==> src/rtl/hall_call_queue.sv <==
// ---------------------------------------------------------------------------
// hall_call_queue
//
// Purpose:
//   Collects hall-button presses into one slot per (floor, direction) and
//   offers them one at a time to the main elevator controller through a
//   valid/ready handshake. A round-robin pointer makes sure that every waiting
//   call is eventually offered. A call stays alive (lamp lit) until a car
//   reports that it has served that floor in that direction.
//
//   Slot index s = 2*floor + dir (dir 0 = UP, 1 = DOWN), so there are
//   2*FLOORS slots. The top floor has no up button and floor 0 has no down
//   button, so those two slots never leave IDLE.
//
// Ports:
//   clk           sole clock, rising edge
//   rst_n         asynchronous active-low reset
//   press_up      per-floor hall up-button press (bit i = floor i)
//   press_down    per-floor hall down-button press
//   served_valid  a car has opened its door at served_floor
//   served_floor  floor being served
//   served_dir    direction served, 0=UP, 1=DOWN
//   req_valid     a hall call is being offered to the main controller
//   req_ready     main controller accepts the offered call
//   req_floor     floor of the offered call
//   req_dir       direction of the offered call
//   lamp_up       up-call lamp per floor
//   lamp_down     down-call lamp per floor
//   outstanding   number of slots that are not IDLE
// ---------------------------------------------------------------------------
module hall_call_queue #(
  parameter int FLOORS = 5,
  parameter int FBITS  = 3
) (
  input  logic              clk,
  input  logic              rst_n,
  input  logic [FLOORS-1:0] press_up,
  input  logic [FLOORS-1:0] press_down,
  input  logic              served_valid,
  input  logic [FBITS-1:0]  served_floor,
  input  logic              served_dir,
  output logic              req_valid,
  input  logic              req_ready,
  output logic [FBITS-1:0]  req_floor,
  output logic              req_dir,
  output logic [FLOORS-1:0] lamp_up,
  output logic [FLOORS-1:0] lamp_down,
  output logic [FBITS+1:0]  outstanding
);

  localparam int NSLOTS = 2 * FLOORS;
  localparam int PBITS  = $clog2(NSLOTS);

  typedef enum logic [1:0] {
    IDLE     = 2'd0,
    PENDING  = 2'd1,
    OFFERED  = 2'd2,
    ASSIGNED = 2'd3
  } slotState_e;

  slotState_e        r_slotState [NSLOTS];
  slotState_e        w_slotNext  [NSLOTS];

  logic [PBITS-1:0]  r_ptr;
  logic [PBITS-1:0]  w_ptrNext;
  logic              r_reqValid;
  logic              w_reqValidNext;
  logic [FBITS-1:0]  r_reqFloor;
  logic [FBITS-1:0]  w_reqFloorNext;
  logic              r_reqDir;
  logic              w_reqDirNext;
  logic [FLOORS-1:0] r_lampUp;
  logic [FLOORS-1:0] r_lampDown;
  logic [FLOORS-1:0] w_lampUpNext;
  logic [FLOORS-1:0] w_lampDownNext;
  logic [FBITS+1:0]  r_outstanding;
  logic [FBITS+1:0]  w_outstandingNext;

  logic [NSLOTS-1:0] w_pressSlot;
  logic              w_servedOk;
  logic [FBITS:0]    w_servedIdx;
  logic [FBITS:0]    w_offerIdx;
  logic              w_servedHitsOffer;
  logic              w_handshake;
  logic              w_reofferAllowed;
  logic [PBITS-1:0]  w_searchBase;
  logic              w_found;
  logic [PBITS-1:0]  w_pickIdx;

  // Map the two button vectors onto slot indices. The two buttons that do
  // not physically exist (up at the top floor, down at floor 0) are masked
  // so their slots can never be requested.
  always_comb begin
    w_pressSlot = '0;
    for (int f = 0; f < FLOORS; f++) begin
      w_pressSlot[2*f]   = press_up[f]   && (f != FLOORS - 1);
      w_pressSlot[2*f+1] = press_down[f] && (f != 0);
    end
  end

  // A served report only counts when its floor exists. The offered slot is
  // identified directly from the offer register, which always holds
  // {floor, dir} of the single OFFERED slot while req_valid is high.
  assign w_servedOk        = served_valid && ({1'b0, served_floor} < (FBITS+1)'(FLOORS));
  assign w_servedIdx       = {served_floor, served_dir};
  assign w_offerIdx        = {r_reqFloor, r_reqDir};
  assign w_servedHitsOffer = w_servedOk && r_reqValid && (w_servedIdx == w_offerIdx);
  assign w_handshake       = r_reqValid && req_ready && !w_servedHitsOffer;
  assign w_reofferAllowed  = !r_reqValid || w_handshake || w_servedHitsOffer;

  // Round-robin search for the next call to offer. After a handshake the
  // search starts just past the slot that was accepted so the next offer can
  // go out on the same edge; otherwise it starts at the stored pointer.
  // Only slots that were already PENDING before this edge qualify, which
  // gives a press one cycle in the lamp before it can be offered, and a slot
  // being served this cycle is skipped because it is about to go IDLE.
  always_comb begin : pickNext
    int base;
    int idx;
    if (w_handshake) begin
      base = int'(w_offerIdx) + 1;
      if (base >= NSLOTS) base = 0;
    end else begin
      base = int'(r_ptr);
    end
    w_searchBase = PBITS'(base);
    w_found      = 1'b0;
    w_pickIdx    = '0;
    for (int i = 0; i < NSLOTS; i++) begin
      idx = base + i;
      if (idx >= NSLOTS) idx = idx - NSLOTS;
      if (!w_found && (r_slotState[idx] == PENDING) &&
          !(w_servedOk && (w_servedIdx == (FBITS+1)'(idx)))) begin
        w_found   = 1'b1;
        w_pickIdx = PBITS'(idx);
      end
    end
  end

  // Per-slot next state. A served report beats a press on the same edge,
  // and beats a handshake on the offered slot too. The slot picked for the
  // next offer is promoted to OFFERED last so it overrides its PENDING
  // value.
  always_comb begin : slotNextState
    logic hit;
    for (int s = 0; s < NSLOTS; s++) begin
      w_slotNext[s] = r_slotState[s];
      hit = w_servedOk && (w_servedIdx == (FBITS+1)'(s));
      case (r_slotState[s])
        IDLE:     if (w_pressSlot[s] && !hit) w_slotNext[s] = PENDING;
        PENDING:  if (hit) w_slotNext[s] = IDLE;
        OFFERED: begin
          if (hit)              w_slotNext[s] = IDLE;
          else if (w_handshake) w_slotNext[s] = ASSIGNED;
        end
        ASSIGNED: if (hit) w_slotNext[s] = IDLE;
        default:  w_slotNext[s] = IDLE;
      endcase
      if (w_reofferAllowed && w_found && (w_pickIdx == PBITS'(s))) begin
        w_slotNext[s] = OFFERED;
      end
    end
  end

  // Offer register and pointer. The offer only changes when the current one
  // has been accepted, withdrawn by a served report, or there is none, so
  // req_floor/req_dir stay stable while the controller stalls.
  always_comb begin
    w_reqValidNext = r_reqValid;
    w_reqFloorNext = r_reqFloor;
    w_reqDirNext   = r_reqDir;
    w_ptrNext      = w_handshake ? w_searchBase : r_ptr;
    if (w_reofferAllowed) begin
      if (w_found) begin
        w_reqValidNext = 1'b1;
        w_reqFloorNext = FBITS'(w_pickIdx >> 1);
        w_reqDirNext   = w_pickIdx[0];
      end else begin
        w_reqValidNext = 1'b0;
      end
    end
  end

  // Lamps and the outstanding count are registered views of the next slot
  // states, so they change on the same edge as the slots themselves.
  always_comb begin
    w_lampUpNext      = '0;
    w_lampDownNext    = '0;
    w_outstandingNext = '0;
    for (int f = 0; f < FLOORS; f++) begin
      w_lampUpNext[f]   = (w_slotNext[2*f]   != IDLE);
      w_lampDownNext[f] = (w_slotNext[2*f+1] != IDLE);
    end
    for (int s = 0; s < NSLOTS; s++) begin
      if (w_slotNext[s] != IDLE) w_outstandingNext = w_outstandingNext + (FBITS+2)'(1);
    end
  end

  // State register. Reset is asynchronous so every output drops the moment
  // rst_n falls, and any in-flight offer is discarded with the slots.
  always_ff @(posedge clk or negedge rst_n) begin
    if (!rst_n) begin
      for (int s = 0; s < NSLOTS; s++) r_slotState[s] <= IDLE;
      r_ptr         <= '0;
      r_reqValid    <= 1'b0;
      r_reqFloor    <= '0;
      r_reqDir      <= 1'b0;
      r_lampUp      <= '0;
      r_lampDown    <= '0;
      r_outstanding <= '0;
    end else begin
      for (int s = 0; s < NSLOTS; s++) r_slotState[s] <= w_slotNext[s];
      r_ptr         <= w_ptrNext;
      r_reqValid    <= w_reqValidNext;
      r_reqFloor    <= w_reqFloorNext;
      r_reqDir      <= w_reqDirNext;
      r_lampUp      <= w_lampUpNext;
      r_lampDown    <= w_lampDownNext;
      r_outstanding <= w_outstandingNext;
    end
  end

  assign req_valid   = r_reqValid;
  assign req_floor   = r_reqFloor;
  assign req_dir     = r_reqDir;
  assign lamp_up     = r_lampUp;
  assign lamp_down   = r_lampDown;
  assign outstanding = r_outstanding;

endmodule

==> config.mk <==
export PLATFORM = sky130hd
export DESIGN_NAME = hall_call_queue
export DESIGN_NICKNAME = d
export VERILOG_FILES = /design/src/rtl/hall_call_queue.sv
export SDC_FILE = /design/constraint.sdc
export NUM_CORES = 1
export LEC_CHECK = 0
export CELL_PAD_IN_SITES_DETAIL_PLACEMENT = 0
export CELL_PAD_IN_SITES_GLOBAL_PLACEMENT = 1
export CORE_MARGIN = 8
export CORE_UTILIZATION = 42
export CTS_CLUSTER_SIZE = 24
export DETAILED_ROUTE_END_ITERATION = 16
export GPL_TIMING_DRIVEN = 0
export PLACE_DENSITY_LB_ADDON = 0.25
export SKIP_CTS_REPAIR_TIMING = 1
export SYNTH_ARGS = -nofsm -noshare
export SYNTH_HDL_FRONTEND = slang
export SYNTH_SLANG_ARGS = --single-unit
==> constraint.sdc <==
create_clock -name clk -period 7.3 [get_ports clk]
set_input_delay 1.46 -clock clk [delete_from_list [all_inputs] [get_ports clk]]
set_output_delay 1.46 -clock clk [all_outputs]
set_load 0.01 [all_outputs]
==> Implementation_results.wiki, run 1 <==
{| class="wikitable"
! Metric !! Value
|-
| Outcome || finished with violations
|-
| Violated checks || setup timing
|-
| Inserted Diodes || 0
|-
| Hold Path Cell Cnt || 2
|-
| Reg clk slew, reported paths || 60 ps
|-
| Wire length of the first global-routing pass || 36900 um
|-
| Main synth FF type || sky130_fd_sc_hd__dfrtp_1
|-
| Fraction of layout instances using a drive strength above 1 || 0.282
|-
| Kind of path behind the tightest hold check || reg2reg
|-
| Tot GR Track Use || 0.233
|-
| Count of buffering cells on the critical path with inverters included || 5
|-
| Total Die Area || 0.0201 sq mm
|-
| Place WS || -2060 ps
|-
| Sum of met2 wire segment lengths after detailed routing || 11800 um
|-
| Number of sinks on the clock net || 44
|-
| Crit path max fanout || 10
|-
| Cell type contributing the most total cell area after synthesis || sky130_fd_sc_hd__dfrtp_1
|-
| Worst-Skew Late Latency || 300 ps
|-
| Global-route congestion overflow total || 0
|-
| Worst flop-to-flop path startpoint || req_dir
|-
| Number of detailed-routing iterations run before antenna repair || 6
|-
| Initial antenna violation count || 0
|-
| Total vias in the final route || 7566
|-
| Final hold violations || 0
|-
| Via count of the first global-routing pass || 6736
|-
| Critical path data required time || 7480 ps
|-
| Detailed Place HPWL || 18900 um
|-
| Largest stage delay on the critical path || 600 ps
|-
| Endpoint of the most critical register-to-register path || outstanding[1]
|-
| Post-synthesis instance area || 0.00663 sq mm
|-
| Initial core utilization || 0.423
|-
| Number of warnings reported in the yosys synthesis log || 0
|-
| Count of port buffers added during placement || 32
|-
| Synth Area per Inst || 7.60 sq um
|-
| Sum of routed wire segments on met1 || 11400 um
|-
| Via-to-Cell Ratio || 6.34
|-
| Cell types occupying the most area after synthesis || sky130_fd_sc_hd__dfrtp_1 (17%), sky130_fd_sc_hd__ha_1 (5.9%), sky130_fd_sc_hd__a21oi_1 (4.9%), sky130_fd_sc_hd__nor2_1 (4.4%), sky130_fd_sc_hd__xnor2_1 (4.2%)
|-
| Critical path launch point type || input port
|-
| Number of CTS-inserted buffers || 5
|-
| Core ar. || 0.0157 sq mm
|-
| Gp weighted congestion || 0.936
|-
| Master cell of the clock root buffer || sky130_fd_sc_hd__clkbuf_16
|-
| Routed wl met3 || 1650 um
|-
| Max-capacitance violation count || 0
|-
| H-tree level count || 2
|-
| Length in cells of the worst reg-to-reg path || 30
|-
| Post-synthesis sequential element count || 44
|-
| Worst slew pin tran || 1140 ps
|-
| Pin count of the biggest net entering global routing || 38
|-
| Detailed Route Iter0 Violations || 815
|-
| Time the worst path needs with I/O delays and setup || 7610 ps
|-
| Worst Skew || 7.14 ps
|-
| Boundary Pins || 38
|-
| Hold Slack || 536 ps
|-
| Number of flops mapped to enable cells by yosys || 0
|-
| Startpoint of the tightest hold check path || r_slotState[3]
|-
| Synthesized net count || 921
|-
| Unrepaired setup endpoints after global routing || yes
|-
| Bufs on Longest Clock Path || 2
|-
| Most frequent cell on the critical path || sky130_fd_sc_hd__ha_4
|-
| Utilization after layout || 0.567
|-
| Gate family responsible for the most delay along the worst path || compound AO/OA/AOI/OAI gates
|-
| Highest metal layer with signal wires || met4
|-
| Vertical extent of the die || 142 um
|-
| Horizontal die dimension || 142 um
|-
| Nature of the critical path endpoint || flop
|-
| Wire per inst || 21.5 um
|-
| Area growth syn-to-layout || 34.0%
|-
| Number of distinct library cell variants in the gate-level netlist after synthesis || 112
|-
| Setup slack of the most critical reg-to-reg path || 40 ps
|-
| Final setup slack of the worst path || -306 ps
|-
| Max-slew violation count || 0
|-
| Net count of the finished layout || 1026
|-
| Synth Instances || 872
|-
| Hold Crit Endpoint || r_slotState[3]
|-
| Critical Setup Path Class || in2reg
|-
| Number of nets with antenna violations after routing || 0
|-
| Ys async rst share || 1.00
|-
| Normalized max-slew margin || 0.234
|-
| CTS tree || yes
|-
| Fillers || 1473
|-
| Period Utilization, post-route || 1.04
|-
| Seq/Total Area, Yosys || 0.166
|-
| Arr. time, crit path || 7780 ps
|-
| Fraction of synthesized cell area taken by the top area cell type || 0.166
|-
| Row Count || 46
|-
| Critical path's slowest cell || sky130_fd_sc_hd__or4_4
|-
| Wire length after detailed routing || 25700 um
|-
| Peak clock frequency supported by timing || 131 MHz
|-
| Drc violations || 0
|-
| Final setup violation count || 4
|}
==> cell usage after synthesis (all sizes together), types with 8 or more instances <==
cell    instances
a211oi         18
a21o            8
a21oi          69
a311oi          8
and2            8
and3            9
buf            22
clkbuf         18
dfrtp          44
ha             31
inv            43
mux2           11
mux2i          28
nand2          72
nand2b         12
nand3          33
nand4           9
nor2           81
nor3           33
o211ai          9
o21ai          56
o22ai          14
o31ai          12
or2            12
xnor2          32
xor2           11
==> stage by stage <==
step	cell area, sq um	cells	TNS [ps]
2_1_floorplan	6880	872	-376
3_3_place_gp	7470	1120	-31720
3_5_place_dp	7490	1121	-32570
4_1_cts	7640	1129	-24550
5_1_grt	8880	1194	-2030
6_report	8880	1194	-987
==> registers in the layout, summed over array words and instances, names as in the netlist <==
name and cells:
lamp_down 5, lamp_up 5, outstanding 5, r_ptr 4, r_slotState 20, req_dir 1
req_floor 3, req_valid 1
==> worst max-delay path by stage <==
stage / startpoint / to / slack, ps / cells past startpoint
after floorplan: served_floor[0] / outstanding[1] / -160 / 32
after global routing: served_floor[2] / outstanding[4] / -520 / 31
after CTS: served_valid / outstanding[4] / -1770 / 28
after global placement: served_valid / outstanding[4] / -2020 / 28
after detailed placement: served_valid / outstanding[4] / -2060 / 28
final: served_floor[2] / outstanding[1] / -310 / 29
==> cells by family (layout without fill, tap and decap cells) <==
group / after synthesis / after routing / share of synthesized area
xor+xnor: 43 / 43 / 0.0568
other cells: 1 / 1 / 0.000566
simple gates: 320 / 320 / 0.253
compound gates: 306 / 306 / 0.333
flops: 44 / 44 / 0.166
buf+inv: 85 / 191 / 0.0555
mux: 42 / 42 / 0.0761
fa+ha+maj: 31 / 31 / 0.0585
==> layer usage <==
metal	GRT usage	vias to the layer above
li1	-	3541
met1	0.318	3621
met2	0.375	326
met3	0.0218	78
met4	0.0888	0
met5	0	-
==> layout make-up <==
type | count | area, sq um | area share
Tap cell | 216 | 270 | 0.0304
Buffer | 38 | 314 | 0.0354
Clock inverter | 1 | 7.51 | 0.000845
Timing Repair Buffer | 100 | 873 | 0.0983
Clock buffer | 7 | 143 | 0.0161
Multi-Input combinational cell | 743 | 5970 | 0.673
Sequential cell | 44 | 1100 | 0.124
Inverter | 45 | 198 | 0.0223
==> worst register-to-register path: cells and delay by family, from the launching register on <==
family	cells	cell delay, ps
xor gates and xnor gates	1	150
adders and majority gates	5	1300
muxes	1	250
buffers and inverters	6	930
and+or+nand+nor	8	1590
AOI/OAI and AO/OA	9	2320
DFF	1	630
==> layout by cell type, fill, tap and decap left out, drive strengths merged, types with 11 or more instances in the layout <==
master,count
mux2,11
nand2,72
xor2,11
clkdlybuf4s50,28
a211oi,18
a21oi,69
inv,42
buf,92
xnor2,32
dfrtp,44
o22ai,14
nor3,33
mux2i,28
o21ai,56
or2,12
clkbuf,24
nor2,81
o31ai,12
nand2b,12
nand3,33
ha,31
Power of run 1 is not shown: default switching activity piles up to over one toggle a cycle in this logic, so the estimate is an artifact.
==> run 2: changes to the inputs <==
Settings changed: SETUP_SLACK_MARGIN set to 0.3.
==> run 2 against run 1 <==
The run still ends with setup timing left; largest cell class unchanged; non-clock buffer count is 5 higher; register-to-register slack got worse by 100 ps; die area did not move; cell area increased by 0.63%; utilization grew 0.36 points; worst setup slack worse by 41 ps; clock skew shrank 1.4 ps.
==> Implementation_results.wiki, run 2 (synthesis gave the netlist of run 1 again) <==
{| class="wikitable"
! Metric !! Value
|-
| Outcome || finished with violations
|-
| Violated checks || setup timing
|-
| H-tree level count || 2
|-
| Max reg flops || 20
|-
| Critical path data required time || 7480 ps
|-
| Final setup violation count || 4
|-
| Initial antenna violation count || 0
|-
| Worst Skew || 5.74 ps
|-
| Detailed Route Iter0 Violations || 753
|-
| Worst slew pin tran || 1150 ps
|-
| Worst-Skew Late Latency || 290 ps
|-
| Core ar. || 0.0157 sq mm
|-
| Peak clock frequency supported by timing || 131 MHz
|-
| Startpoint of the tightest hold check path || r_slotState[17]
|-
| Initial core utilization || 0.423
|-
| Register with the most flip-flops || r_slotState
|-
| Count of port buffers added during placement || 32
|-
| Number of nets with antenna violations after routing || 0
|-
| Inserted Diodes || 0
|-
| Via-to-Cell Ratio || 6.35
|-
| Total cell area at the placement stage || 0.00749 sq mm
|-
| Critical path launch point type || input port
|-
| Sum Neg Setup Slack || -1160 ps
|-
| Max-slew violation count || 0
|-
| Boundary Pins || 38
|-
| Bufs on Longest Clock Path || 2
|-
| Total vias in the final route || 7614
|-
| Count of non-filler cells in the finished layout || 1199
|-
| Placed cell count || 1121
|-
| CTS tree || yes
|-
| Final hold violations || 0
|-
| Fillers || 1463
|-
| Total Die Area || 0.0201 sq mm
|-
| Arr. time, crit path || 7820 ps
|-
| Time the worst path needs with I/O delays and setup || 7650 ps
|-
| Pin count of the biggest net entering global routing || 38
|-
| Unrepaired setup endpoints after global routing || yes
|-
| Row Count || 46
|-
| Gp weighted congestion || 0.936
|-
| Number of detailed-routing iterations run before antenna repair || 8
|-
| Tot GR Track Use || 0.233
|-
| Kind of path behind the tightest hold check || reg2reg
|-
| Wire per inst || 21.5 um
|-
| Horizontal die dimension || 142 um
|-
| Reg clk slew, reported paths || 70 ps
|-
| Area growth syn-to-layout || 34.8%
|-
| Leading cell types in the layout, fill and taps excluded || sky130_fd_sc_hd__nor2_1 (72), sky130_fd_sc_hd__buf_4 (72), sky130_fd_sc_hd__nand2_1 (68), sky130_fd_sc_hd__a21oi_1 (56), sky130_fd_sc_hd__dfrtp_1 (44)
|-
| Number of sinks on the clock net || 44
|-
| Period Utilization, post-route || 1.05
|-
| Global-route congestion overflow total || 0
|-
| Drc violations || 0
|-
| Detailed Place HPWL || 18900 um
|-
| Fraction of layout instances using a drive strength above 1 || 0.290
|-
| Wire length after detailed routing || 25800 um
|-
| Critical Setup Path Class || in2reg
|-
| Crit path max fanout || 10
|-
| Worst setup path startpoint || served_floor[2]
|-
| Normalized max-slew margin || 0.228
|-
| Hold Slack || 542 ps
|-
| Via count of the first global-routing pass || 6736
|-
| Final design area excluding fillers || 0.00894 sq mm
|-
| Wire length of the first global-routing pass || 36900 um
|-
| Nature of the critical path endpoint || flop
|-
| Master cell of the clock root buffer || sky130_fd_sc_hd__clkbuf_16
|-
| Number of CTS-inserted buffers || 5
|-
| Net count of the finished layout || 1031
|-
| Final setup slack of the worst path || -347 ps
|-
| Vertical extent of the die || 142 um
|-
| Worst flop-to-flop path startpoint || req_floor[0]
|-
| Max-capacitance violation count || 0
|}
run 2: changes by cell type in the layout (fill, tap and decap cells not counted), sizes merged:
| cell | delta |
|---|---|
| buf | +4 |
| clkbuf | +1 |
run 2: layer usage:
| layer | up-vias | track usage | routed length [um] |
|---|---|---|---|
| met3 | 59 | 0.0218 | 1910 |
| met2 | 360 | 0.375 | 11900 |
| met5 | - | 0 | 0 |
| met1 | 3653 | 0.318 | 11100 |
| li1 | 3542 | - | - |
| met4 | 0 | 0.0888 | 823 |
run 2: area by class of cell:
type / instances / area, sq um / area share
clock buffer: 7 / 143 / 0.0160
inverter: 45 / 198 / 0.0221
buffer: 40 / 335 / 0.0375
tap: 216 / 270 / 0.0302
clock inverter: 1 / 7.51 / 0.000840
multi-input combinational: 743 / 5990 / 0.670
timing repair buffer: 103 / 896 / 0.100
sequential: 44 / 1100 / 0.123
run 2: final timing paths:
check	end	slack, ps	depth (start not counted)
max in group asynchronous	r_ptr[3]	5810	2
worst min register to register	r_slotState[17]	540	2
min in group asynchronous	lamp_up[4]	1010	1
worst min-delay path	r_slotState[17]	540	2
worst max-delay path	outstanding[1]	-350	28
worst max register to register	outstanding[1]	-60	27
run 2: metrics by stage:
| stage | utilization | setup WS, ps |
|---|---|---|
| floorplan | - | -163 |
| global placement | 0.477 | -2020 |
| detailed placement | 0.478 | -2060 |
| CTS | 0.488 | -1770 |
| global route | 0.571 | -546 |
| finish | 0.571 | -347 |
run 2: critical path: stages:
cell                         delay (ps)
sky130_fd_sc_hd__buf_8              110
sky130_fd_sc_hd__xor2_4             190
sky130_fd_sc_hd__or4_4              530
sky130_fd_sc_hd__buf_8              150
sky130_fd_sc_hd__buf_4              130
sky130_fd_sc_hd__o21ai_4            170
sky130_fd_sc_hd__or2_1              140
sky130_fd_sc_hd__buf_6              140
sky130_fd_sc_hd__buf_12             150
sky130_fd_sc_hd__ha_4               160
sky130_fd_sc_hd__clkinvlp_4         190
sky130_fd_sc_hd__o32ai_4            440
sky130_fd_sc_hd__or3_4              210
sky130_fd_sc_hd__mux2_4             330
sky130_fd_sc_hd__mux2i_2            210
sky130_fd_sc_hd__nand4_1            250
sky130_fd_sc_hd__o211ai_4           210
sky130_fd_sc_hd__and3_4             260
sky130_fd_sc_hd__nand4_4            150
sky130_fd_sc_hd__or2_4              300
sky130_fd_sc_hd__a311o_1            360
sky130_fd_sc_hd__a2111o_1           390
sky130_fd_sc_hd__and2_4             180
sky130_fd_sc_hd__ha_4               260
sky130_fd_sc_hd__nor2_4              30
sky130_fd_sc_hd__a21oi_4            220
sky130_fd_sc_hd__ha_4               230
sky130_fd_sc_hd__mux2_4             250
Power of run 2 is left out for the same reason.
